===== src/rtl/layer_sched_if.sv =====
// Control and status bundle between the layer sequencer and its host/engines.
// The host side drives program/start/abort and the engines' done pulses; the sequencer drives the rest.
interface layer_sched_if #(
  parameter int IDX_W      = 3,
  parameter int ADDR_WIDTH = 18
);
  logic                  start;
  logic                  abort;
  logic                  cfg_we;
  logic [IDX_W-1:0]      cfg_idx;
  logic [1:0]            cfg_type;
  logic                  conv_done;
  logic                  pool_done;
  logic                  fc_done;
  logic                  en_conv;
  logic                  en_pool;
  logic                  en_fc;
  logic [1:0]            eng_sel;
  logic [ADDR_WIDTH-1:0] ifmap_base;
  logic [ADDR_WIDTH-1:0] ofmap_base;
  logic [IDX_W-1:0]      cur_layer;
  logic                  busy;
  logic                  done;
  logic                  err;
  logic [1:0]            err_code;

  modport master (
    output start, abort, cfg_we, cfg_idx, cfg_type, conv_done, pool_done, fc_done,
    input  en_conv, en_pool, en_fc, eng_sel, ifmap_base, ofmap_base, cur_layer,
           busy, done, err, err_code
  );

  modport slave (
    input  start, abort, cfg_we, cfg_idx, cfg_type, conv_done, pool_done, fc_done,
    output en_conv, en_pool, en_fc, eng_sel, ifmap_base, ofmap_base, cur_layer,
           busy, done, err, err_code
  );
endinterface


===== src/rtl/layer_sched.sv =====
// Network-level sequencer: walks a small CONV/POOL/FC/END program, launches one engine per
// layer, steers the DRAM port, ping-pongs feature-map banks and watches for hung or stray engines.
module layer_sched #(
  parameter int                    NUM_LAYERS     = 8,
  parameter int                    IDX_W          = 3,
  parameter int                    ADDR_WIDTH     = 18,
  parameter logic [ADDR_WIDTH-1:0] BANK_A         = 18'd65536,
  parameter logic [ADDR_WIDTH-1:0] BANK_B         = 18'd131072,
  parameter int                    TIMEOUT_W      = 20,
  parameter logic [TIMEOUT_W-1:0]  TIMEOUT_CYCLES = 20'd1000000
) (
  input logic          clk,
  input logic          srstn,
  layer_sched_if.slave bus
);

  typedef enum logic [6:0] {
    S_IDLE   = 7'b0000001,
    S_FETCH  = 7'b0000010,
    S_LAUNCH = 7'b0000100,
    S_WAIT   = 7'b0001000,
    S_NEXT   = 7'b0010000,
    S_FINISH = 7'b0100000,
    S_ERROR  = 7'b1000000
  } state_t;

  typedef enum logic [1:0] {
    L_CONV = 2'd0,
    L_POOL = 2'd1,
    L_FC   = 2'd2,
    L_END  = 2'd3
  } layer_t;

  localparam logic [1:0]           SEL_NONE     = 2'd3;
  localparam logic [1:0]           ERR_TIMEOUT  = 2'd1;
  localparam logic [1:0]           ERR_SPURIOUS = 2'd2;
  localparam logic [IDX_W-1:0]     LAST_IDX     = IDX_W'(NUM_LAYERS - 1);
  localparam logic [TIMEOUT_W-1:0] WD_LAST      = TIMEOUT_CYCLES - 1'b1;

  state_t               state;
  layer_t               tbl [NUM_LAYERS];
  logic [IDX_W-1:0]     cur_layer;
  logic                 bank;
  logic [TIMEOUT_W-1:0] watchdog;
  logic                 en_conv, en_pool, en_fc;
  logic [1:0]           eng_sel;
  logic                 busy, done, err;
  logic [1:0]           err_code;

  logic [2:0]           done_vec;
  logic [2:0]           sel_mask;
  logic                 sel_done;
  logic                 stray_done;

  // Program table: writable only while the sequencer is not running a program.
  always_ff @(posedge clk) begin
    if (!srstn) begin
      // NOTE: this table is reset entry by entry because an unprogrammed entry must read END;
      // a plain data RAM would normally be left without reset so it can map onto memory macros.
      for (int i = 0; i < NUM_LAYERS; i++) tbl[i] <= L_END;
    end else if (bus.cfg_we && !busy) begin
      tbl[bus.cfg_idx] <= layer_t'(bus.cfg_type);
    end
  end

  // Classify engine done pulses against the engine currently owning the DRAM port.
  always_comb begin
    // NOTE: every always_comb output gets a default first so no path leaves it unassigned (no latch).
    done_vec   = {bus.fc_done, bus.pool_done, bus.conv_done};
    sel_mask   = 3'b001 << eng_sel;
    sel_done   = |(done_vec & sel_mask);
    stray_done = |(done_vec & ~sel_mask);
  end

  // NOTE: all state and outputs below update with <= so every branch sees the pre-edge values.
  always_ff @(posedge clk) begin
    if (!srstn) begin
      state     <= S_IDLE;
      cur_layer <= '0;
      bank      <= 1'b0;
      watchdog  <= '0;
      en_conv   <= 1'b0;
      en_pool   <= 1'b0;
      en_fc     <= 1'b0;
      eng_sel   <= SEL_NONE;
      busy      <= 1'b0;
      done      <= 1'b0;
      err       <= 1'b0;
      err_code  <= '0;
    end else if (bus.abort) begin
      state    <= S_IDLE;
      en_conv  <= 1'b0;
      en_pool  <= 1'b0;
      en_fc    <= 1'b0;
      eng_sel  <= SEL_NONE;
      busy     <= 1'b0;
      done     <= 1'b0;
      err      <= 1'b0;
      err_code <= '0;
    end else begin
      // Launch and done strobes are single-cycle unless a branch re-asserts them.
      en_conv <= 1'b0;
      en_pool <= 1'b0;
      en_fc   <= 1'b0;
      done    <= 1'b0;
      unique case (state)
        S_IDLE, S_ERROR: begin
          if (bus.start) begin
            state     <= S_FETCH;
            cur_layer <= '0;
            bank      <= 1'b0;
            err       <= 1'b0;
            err_code  <= '0;
            busy      <= 1'b1;
          end
        end
        S_FETCH: begin
          if (tbl[cur_layer] == L_END) begin
            state <= S_FINISH;
            done  <= 1'b1;
          end else begin
            state <= S_LAUNCH;
          end
        end
        S_LAUNCH: begin
          eng_sel  <= tbl[cur_layer];
          watchdog <= '0;
          en_conv  <= (tbl[cur_layer] == L_CONV);
          en_pool  <= (tbl[cur_layer] == L_POOL);
          en_fc    <= (tbl[cur_layer] == L_FC);
          state    <= S_WAIT;
        end
        S_WAIT: begin
          if (watchdog != '1) watchdog <= watchdog + 1'b1;
          // A stray done outranks a good one; a good done outranks the timeout.
          if (stray_done) begin
            state    <= S_ERROR;
            err      <= 1'b1;
            err_code <= ERR_SPURIOUS;
            eng_sel  <= SEL_NONE;
            busy     <= 1'b0;
          end else if (sel_done) begin
            state <= S_NEXT;
          end else if (watchdog == WD_LAST) begin
            state    <= S_ERROR;
            err      <= 1'b1;
            err_code <= ERR_TIMEOUT;
            eng_sel  <= SEL_NONE;
            busy     <= 1'b0;
          end
        end
        S_NEXT: begin
          bank    <= ~bank;
          eng_sel <= SEL_NONE;
          if (cur_layer == LAST_IDX) begin
            state <= S_FINISH;
            done  <= 1'b1;
          end else begin
            cur_layer <= cur_layer + 1'b1;
            state     <= S_FETCH;
          end
        end
        S_FINISH: begin
          state <= S_IDLE;
          busy  <= 1'b0;
        end
        default: begin
          state   <= S_IDLE;
          eng_sel <= SEL_NONE;
          busy    <= 1'b0;
        end
      endcase
    end
  end

  assign bus.en_conv    = en_conv;
  assign bus.en_pool    = en_pool;
  assign bus.en_fc      = en_fc;
  assign bus.eng_sel    = eng_sel;
  assign bus.ifmap_base = bank ? BANK_B : BANK_A;
  assign bus.ofmap_base = bank ? BANK_A : BANK_B;
  assign bus.cur_layer  = cur_layer;
  assign bus.busy       = busy;
  assign bus.done       = done;
  assign bus.err        = err;
  assign bus.err_code   = err_code;

endmodule


===== src/flat_wrapper.sv =====
// flat-port wrapper written by rule: the top's interface ports become plain ports
module layer_sched_flat 
#(
  parameter int                    NUM_LAYERS     = 8,
  parameter int                    IDX_W          = 3,
  parameter int                    ADDR_WIDTH     = 18,
  parameter logic [ADDR_WIDTH-1:0] BANK_A         = 18'd65536,
  parameter logic [ADDR_WIDTH-1:0] BANK_B         = 18'd131072,
  parameter int                    TIMEOUT_W      = 20,
  parameter logic [TIMEOUT_W-1:0]  TIMEOUT_CYCLES = 20'd1000000
)
  (clk, srstn, bus_start, bus_abort, bus_cfg_we, bus_cfg_idx, bus_cfg_type, bus_conv_done, bus_pool_done, bus_fc_done, bus_en_conv, bus_en_pool, bus_en_fc, bus_eng_sel, bus_ifmap_base, bus_ofmap_base, bus_cur_layer, bus_busy, bus_done, bus_err, bus_err_code);
  layer_sched_if #(.IDX_W(IDX_W), .ADDR_WIDTH(ADDR_WIDTH)) bus_i ();
  input logic clk;
  input logic srstn;
  input wire logic [$bits(bus_i.start)-1:0] bus_start;
  input wire logic [$bits(bus_i.abort)-1:0] bus_abort;
  input wire logic [$bits(bus_i.cfg_we)-1:0] bus_cfg_we;
  input wire logic [$bits(bus_i.cfg_idx)-1:0] bus_cfg_idx;
  input wire logic [$bits(bus_i.cfg_type)-1:0] bus_cfg_type;
  input wire logic [$bits(bus_i.conv_done)-1:0] bus_conv_done;
  input wire logic [$bits(bus_i.pool_done)-1:0] bus_pool_done;
  input wire logic [$bits(bus_i.fc_done)-1:0] bus_fc_done;
  output wire logic [$bits(bus_i.en_conv)-1:0] bus_en_conv;
  output wire logic [$bits(bus_i.en_pool)-1:0] bus_en_pool;
  output wire logic [$bits(bus_i.en_fc)-1:0] bus_en_fc;
  output wire logic [$bits(bus_i.eng_sel)-1:0] bus_eng_sel;
  output wire logic [$bits(bus_i.ifmap_base)-1:0] bus_ifmap_base;
  output wire logic [$bits(bus_i.ofmap_base)-1:0] bus_ofmap_base;
  output wire logic [$bits(bus_i.cur_layer)-1:0] bus_cur_layer;
  output wire logic [$bits(bus_i.busy)-1:0] bus_busy;
  output wire logic [$bits(bus_i.done)-1:0] bus_done;
  output wire logic [$bits(bus_i.err)-1:0] bus_err;
  output wire logic [$bits(bus_i.err_code)-1:0] bus_err_code;
  assign bus_i.start = bus_start;
  assign bus_i.abort = bus_abort;
  assign bus_i.cfg_we = bus_cfg_we;
  assign bus_i.cfg_idx = bus_cfg_idx;
  assign bus_i.cfg_type = bus_cfg_type;
  assign bus_i.conv_done = bus_conv_done;
  assign bus_i.pool_done = bus_pool_done;
  assign bus_i.fc_done = bus_fc_done;
  assign bus_en_conv = bus_i.en_conv;
  assign bus_en_pool = bus_i.en_pool;
  assign bus_en_fc = bus_i.en_fc;
  assign bus_eng_sel = bus_i.eng_sel;
  assign bus_ifmap_base = bus_i.ifmap_base;
  assign bus_ofmap_base = bus_i.ofmap_base;
  assign bus_cur_layer = bus_i.cur_layer;
  assign bus_busy = bus_i.busy;
  assign bus_done = bus_i.done;
  assign bus_err = bus_i.err;
  assign bus_err_code = bus_i.err_code;
  layer_sched #(.NUM_LAYERS(NUM_LAYERS), .IDX_W(IDX_W), .ADDR_WIDTH(ADDR_WIDTH), .BANK_A(BANK_A), .BANK_B(BANK_B), .TIMEOUT_W(TIMEOUT_W), .TIMEOUT_CYCLES(TIMEOUT_CYCLES)) u_core (.clk(clk), .srstn(srstn), .bus(bus_i));
endmodule

===== config.mk =====
export PLATFORM = sky130hd
export DESIGN_NAME = layer_sched_flat
export DESIGN_NICKNAME = d
export VERILOG_FILES = /design/src/rtl/layer_sched_if.sv /design/src/rtl/layer_sched.sv /design/src/flat_wrapper.sv
export SDC_FILE = /design/constraint.sdc
export NUM_CORES = 1
export LEC_CHECK = 0
export BUFFER_PORTS_ARGS = -buffer_cell sky130_fd_sc_hd__buf_2
export CAP_MARGIN = 20
export CORE_ASPECT_RATIO = 2
export CORE_MARGIN = 5
export CORE_UTILIZATION = 45
export CTS_BUF_LIST = sky130_fd_sc_hd__clkbuf_4 sky130_fd_sc_hd__clkbuf_8
export CTS_CLUSTER_SIZE = 30
export DETAILED_ROUTE_END_ITERATION = 10
export HOLD_SLACK_MARGIN = 0.15
export MAX_ROUTING_LAYER = met4
export PLACE_DENSITY = 0.73
export RECOVER_POWER = 25
export SLEW_MARGIN = 20
export SYNTH_ARGS = -nofsm -noshare
export SYNTH_HDL_FRONTEND = slang
export SYNTH_SLANG_ARGS = --single-unit

===== constraint.sdc =====
create_clock -name clk -period 5.2 [get_ports clk]
set_input_delay 1.04 -clock clk [delete_from_list [all_inputs] [get_ports clk]]
set_output_delay 1.04 -clock clk [all_outputs]
set_load 0.02 [all_outputs]

==> metrics.md <==
| Metric | Value |
|---|---|
| Status | finished clean |
| Final nets | 398 |
| WL/cell | 15.0 um |
| Root Buffer | clkbuf_8 |
| Area delta synth->final | 9.32% |
| Min-delay worst type | reg -> reg |
| WL final | 7190 um |
| Clock skew | 0.00706 ns |
| Remaining Overflow, GRT | 0 |
| Top FF cell, synth | dfxtp_1 |
| Most frequent cells in the layout | dfxtp_1 (44), nand2_1 (33), conb_1 (32), nor2_1 (23), o21ai_0 (19) |
| Die span in x | 70.7 um |
| Worst hold slack | 0.487 ns |
| DIE HEIGHT | 131 um |
| CTS tree | done |
| Slew HR | 19.7% |
| Number of flops mapped to enable cells by yosys | 16 |
| Number of antenna violations at the first check in global routing | 0 |
| Max-Cap Viols | 0 |
| Post-CTS Resized | 0 |
| FF+latch count, synth | 60 |
| Largest net degree at the start of global routing | 29 |
| Post-Place Worst Slack | 2.54 ns |
| Post-route ant nets | 0 |
| Cts bufs inserted | 9 |
| Setup TNS | 0 ns |
| Final Hold Fails | 0 |
| Cells after Synth | 354 |
| CTS Hold Buffers Added | 0 |
| Buffers on Ports | 29 |
| Critical Setup Path Class | in -> reg |
| Final Cycle Share | 54.7% |
| Setup-failing EPs final | 0 |
| DRC errors left | 0 |
| Syn. warnings | 0 |
| Slew @ Worst Pin | 1.21 ns |
| First-pass GRT wire length | 12000 um |
| Layout cells sized above 1 | 16.5% |
| Synthesized cell area | 3320 um^2 |
| Core Region | 7210 um^2 |
| CP Max Fanout | 28 |
| Row Count | 44 |
| Die area | 9290 um^2 |
| Initial core utilization | 46.0% |
| Max Clk Rate | 0.352 GHz |
| DR iter-0 viols | 146 |
| CTS sink cnt | 60 |
| Fill count | 720 |
| Worst vdd ir | 0.000180 V |
| Worst Path Arrival | 2.89 ns |
| Final WS setup | 2.36 ns |
| Clock period minus worst slack | 2.84 ns |
| Diode count | 0 |
| DP HPWL | 5620 um |
| Data required, critical path | 5.25 ns |
| Power consumption | 1.10 mW |
| Ports | 62 |
| Mean Syn Cell Area | 9.37 um^2 |
| Seq/Total Area, Yosys | 41.0% |
| All-layer global routing usage | 16.7% |
| RSZ-0062 raised after global routing | false |
| Drt pass-1 iters | 4 |
| Most common cell after layout, fill and taps aside | dfxtp_1 |
| Crit path launch type | primary input |
| Pins over their slew limit | 0 |
| CP Capture Type | flop |
| Yosys cell types | 61 |
| Leak Pwr | 1.24 nW |
| Clock tree buffer depth | 2 |
| Routed vias | 2608 |
| Ys async rst share | 0% |
| Worst-Skew Late Latency | 0.35 ns |
| Gp weighted congestion | 0.941 |
| Vias in the first global route | 2610 |
| Htree depth | 3 |
| Post-CTS setup buffers | 0 |
| Pwr dens | 302 nW/um^2 |
| Vias/cell | 5.44 |
| Clk slew on worst S/H paths | 0.07 ns |
critical path, stage by stage:
cell and delay, ns:
clkbuf_1 0.86, nand2_1 0.21, nor3_1 0.36, and3_1 0.25, nand2b_1 0.17
Yosys cell counts (3+ instances only):
| master | n | area share [%] |
|---|---|---|
| dfxtp_1 | 44 | 27 |
| buf_4 | 37 | 8.4 |
| nand2_1 | 33 | 3.7 |
| nor2_1 | 23 | 2.6 |
| o21ai_0 | 19 | 2.9 |
| nand2b_1 | 17 | 3.2 |
| edfxtp_1 | 16 | 14 |
| a21oi_1 | 15 | 2.3 |
| nand3_1 | 15 | 2.3 |
| nand4_1 | 9 | 1.7 |
| or2_2 | 9 | 1.7 |
| nor3_1 | 7 | 1.1 |
| inv_1 | 6 | 0.68 |
| or3_1 | 6 | 1.1 |
| xor2_1 | 6 | 1.6 |
| and3_1 | 5 | 0.94 |
| clkbuf_1 | 5 | 0.57 |
| nor4_1 | 5 | 0.94 |
| xnor2_1 | 5 | 1.3 |
| mux4_2 | 4 | 2.7 |
| nand3b_1 | 4 | 0.91 |
| nor4b_1 | 4 | 1.1 |
| o22ai_1 | 4 | 0.75 |
| a211oi_1 | 3 | 0.68 |
| ha_1 | 3 | 1.1 |
| nor3b_1 | 3 | 0.68 |
state kept, by name, indices dropped and copies added, names as in the netlist, named ones only:
| register | flops |
|---|---|
| u_core.bus.err | 1 |
| u_core.bus.en_pool | 1 |
| u_core.bus.cur_layer | 3 |
| u_core.bus.done | 1 |
| u_core.state | 7 |
| u_core.bus.en_fc | 1 |
| u_core.bus.eng_sel | 2 |
| u_core.bus.en_conv | 1 |
| u_core.bank | 1 |
| u_core.tbl | 16 |
| u_core.bus.busy | 1 |
| u_core.watchdog | 20 |
| u_core.bus.err_code | 2 |
kinds of logic (layout without fill, tap and decap cells):
| group | count (synthesis) | count (layout) | share of synthesized area, % |
|---|---|---|---|
| flip-flops | 60 | 60 | 41.0 |
| AO/OA/AOI/OAI | 61 | 61 | 12.2 |
| other | 1 | 32 | 0.113 |
| XOR/XNOR | 11 | 11 | 2.90 |
| multiplexers | 7 | 7 | 3.66 |
| AND/OR/NAND/NOR | 162 | 162 | 29.2 |
| adder cells (fa/ha/maj) | 3 | 3 | 1.13 |
| buffers and inverters | 49 | 51 | 9.73 |
final timing paths:
path,from,end,slack (ns),cells after the start
max,srstn,u_core.tbl[6][1],2.36,5
min,u_core.bus.err_code[0],u_core.bus.err_code[0],0.49,2
max reg2reg,u_core.watchdog[0],u_core.bus.err,3.00,7
min reg2reg,u_core.bus.err_code[0],u_core.bus.err_code[0],0.49,2
through the flow:
| stage | instance area [um^2] | std cells | utilization, % |
|---|---|---|---|
| after global placement | 3390 | 463 | 47.1 |
| after global routing | 3630 | 479 | 50.3 |
| after CTS | 3640 | 479 | 50.5 |
| after detailed placement | 3390 | 463 | 47.1 |
| after floorplan | 3430 | 385 | - |
| final | 3630 | 479 | 50.3 |
power breakdown:
part / leakage (nW) / total [mW] / switching, mW / internal [mW]
sequential: 0.496 / 0.492 / 0.00550 / 0.486
clock: 0.124 / 0.526 / 0.184 / 0.342
combinational: 0.625 / 0.0786 / 0.0574 / 0.0213
total: 1.24 / 1.10 / 0.247 / 0.849
routing by layer:
metal / share of wire (%) / global-route usage (%)
met1: 33 / 14.3
met2: 59 / 32.1
met3: 5.0 / 3.90
met4: 3.0 / 8.05
met5: 0 / -
layout make-up:
cell class / instances / area (um^2) / share of cell area (%)
Clock buffer: 12 / 153 / 4.21
Clock inverter: 4 / 97.6 / 2.69
Sequential cell: 60 / 1360 / 37.5
Timing Repair Buffer: 29 / 128 / 3.52
Multi-Input combinational cell: 276 / 1750 / 48.2
Inverter: 6 / 22.5 / 0.621
Tap cell: 92 / 115 / 3.17
No activity file was read; power rests on OpenSTA's default activity.
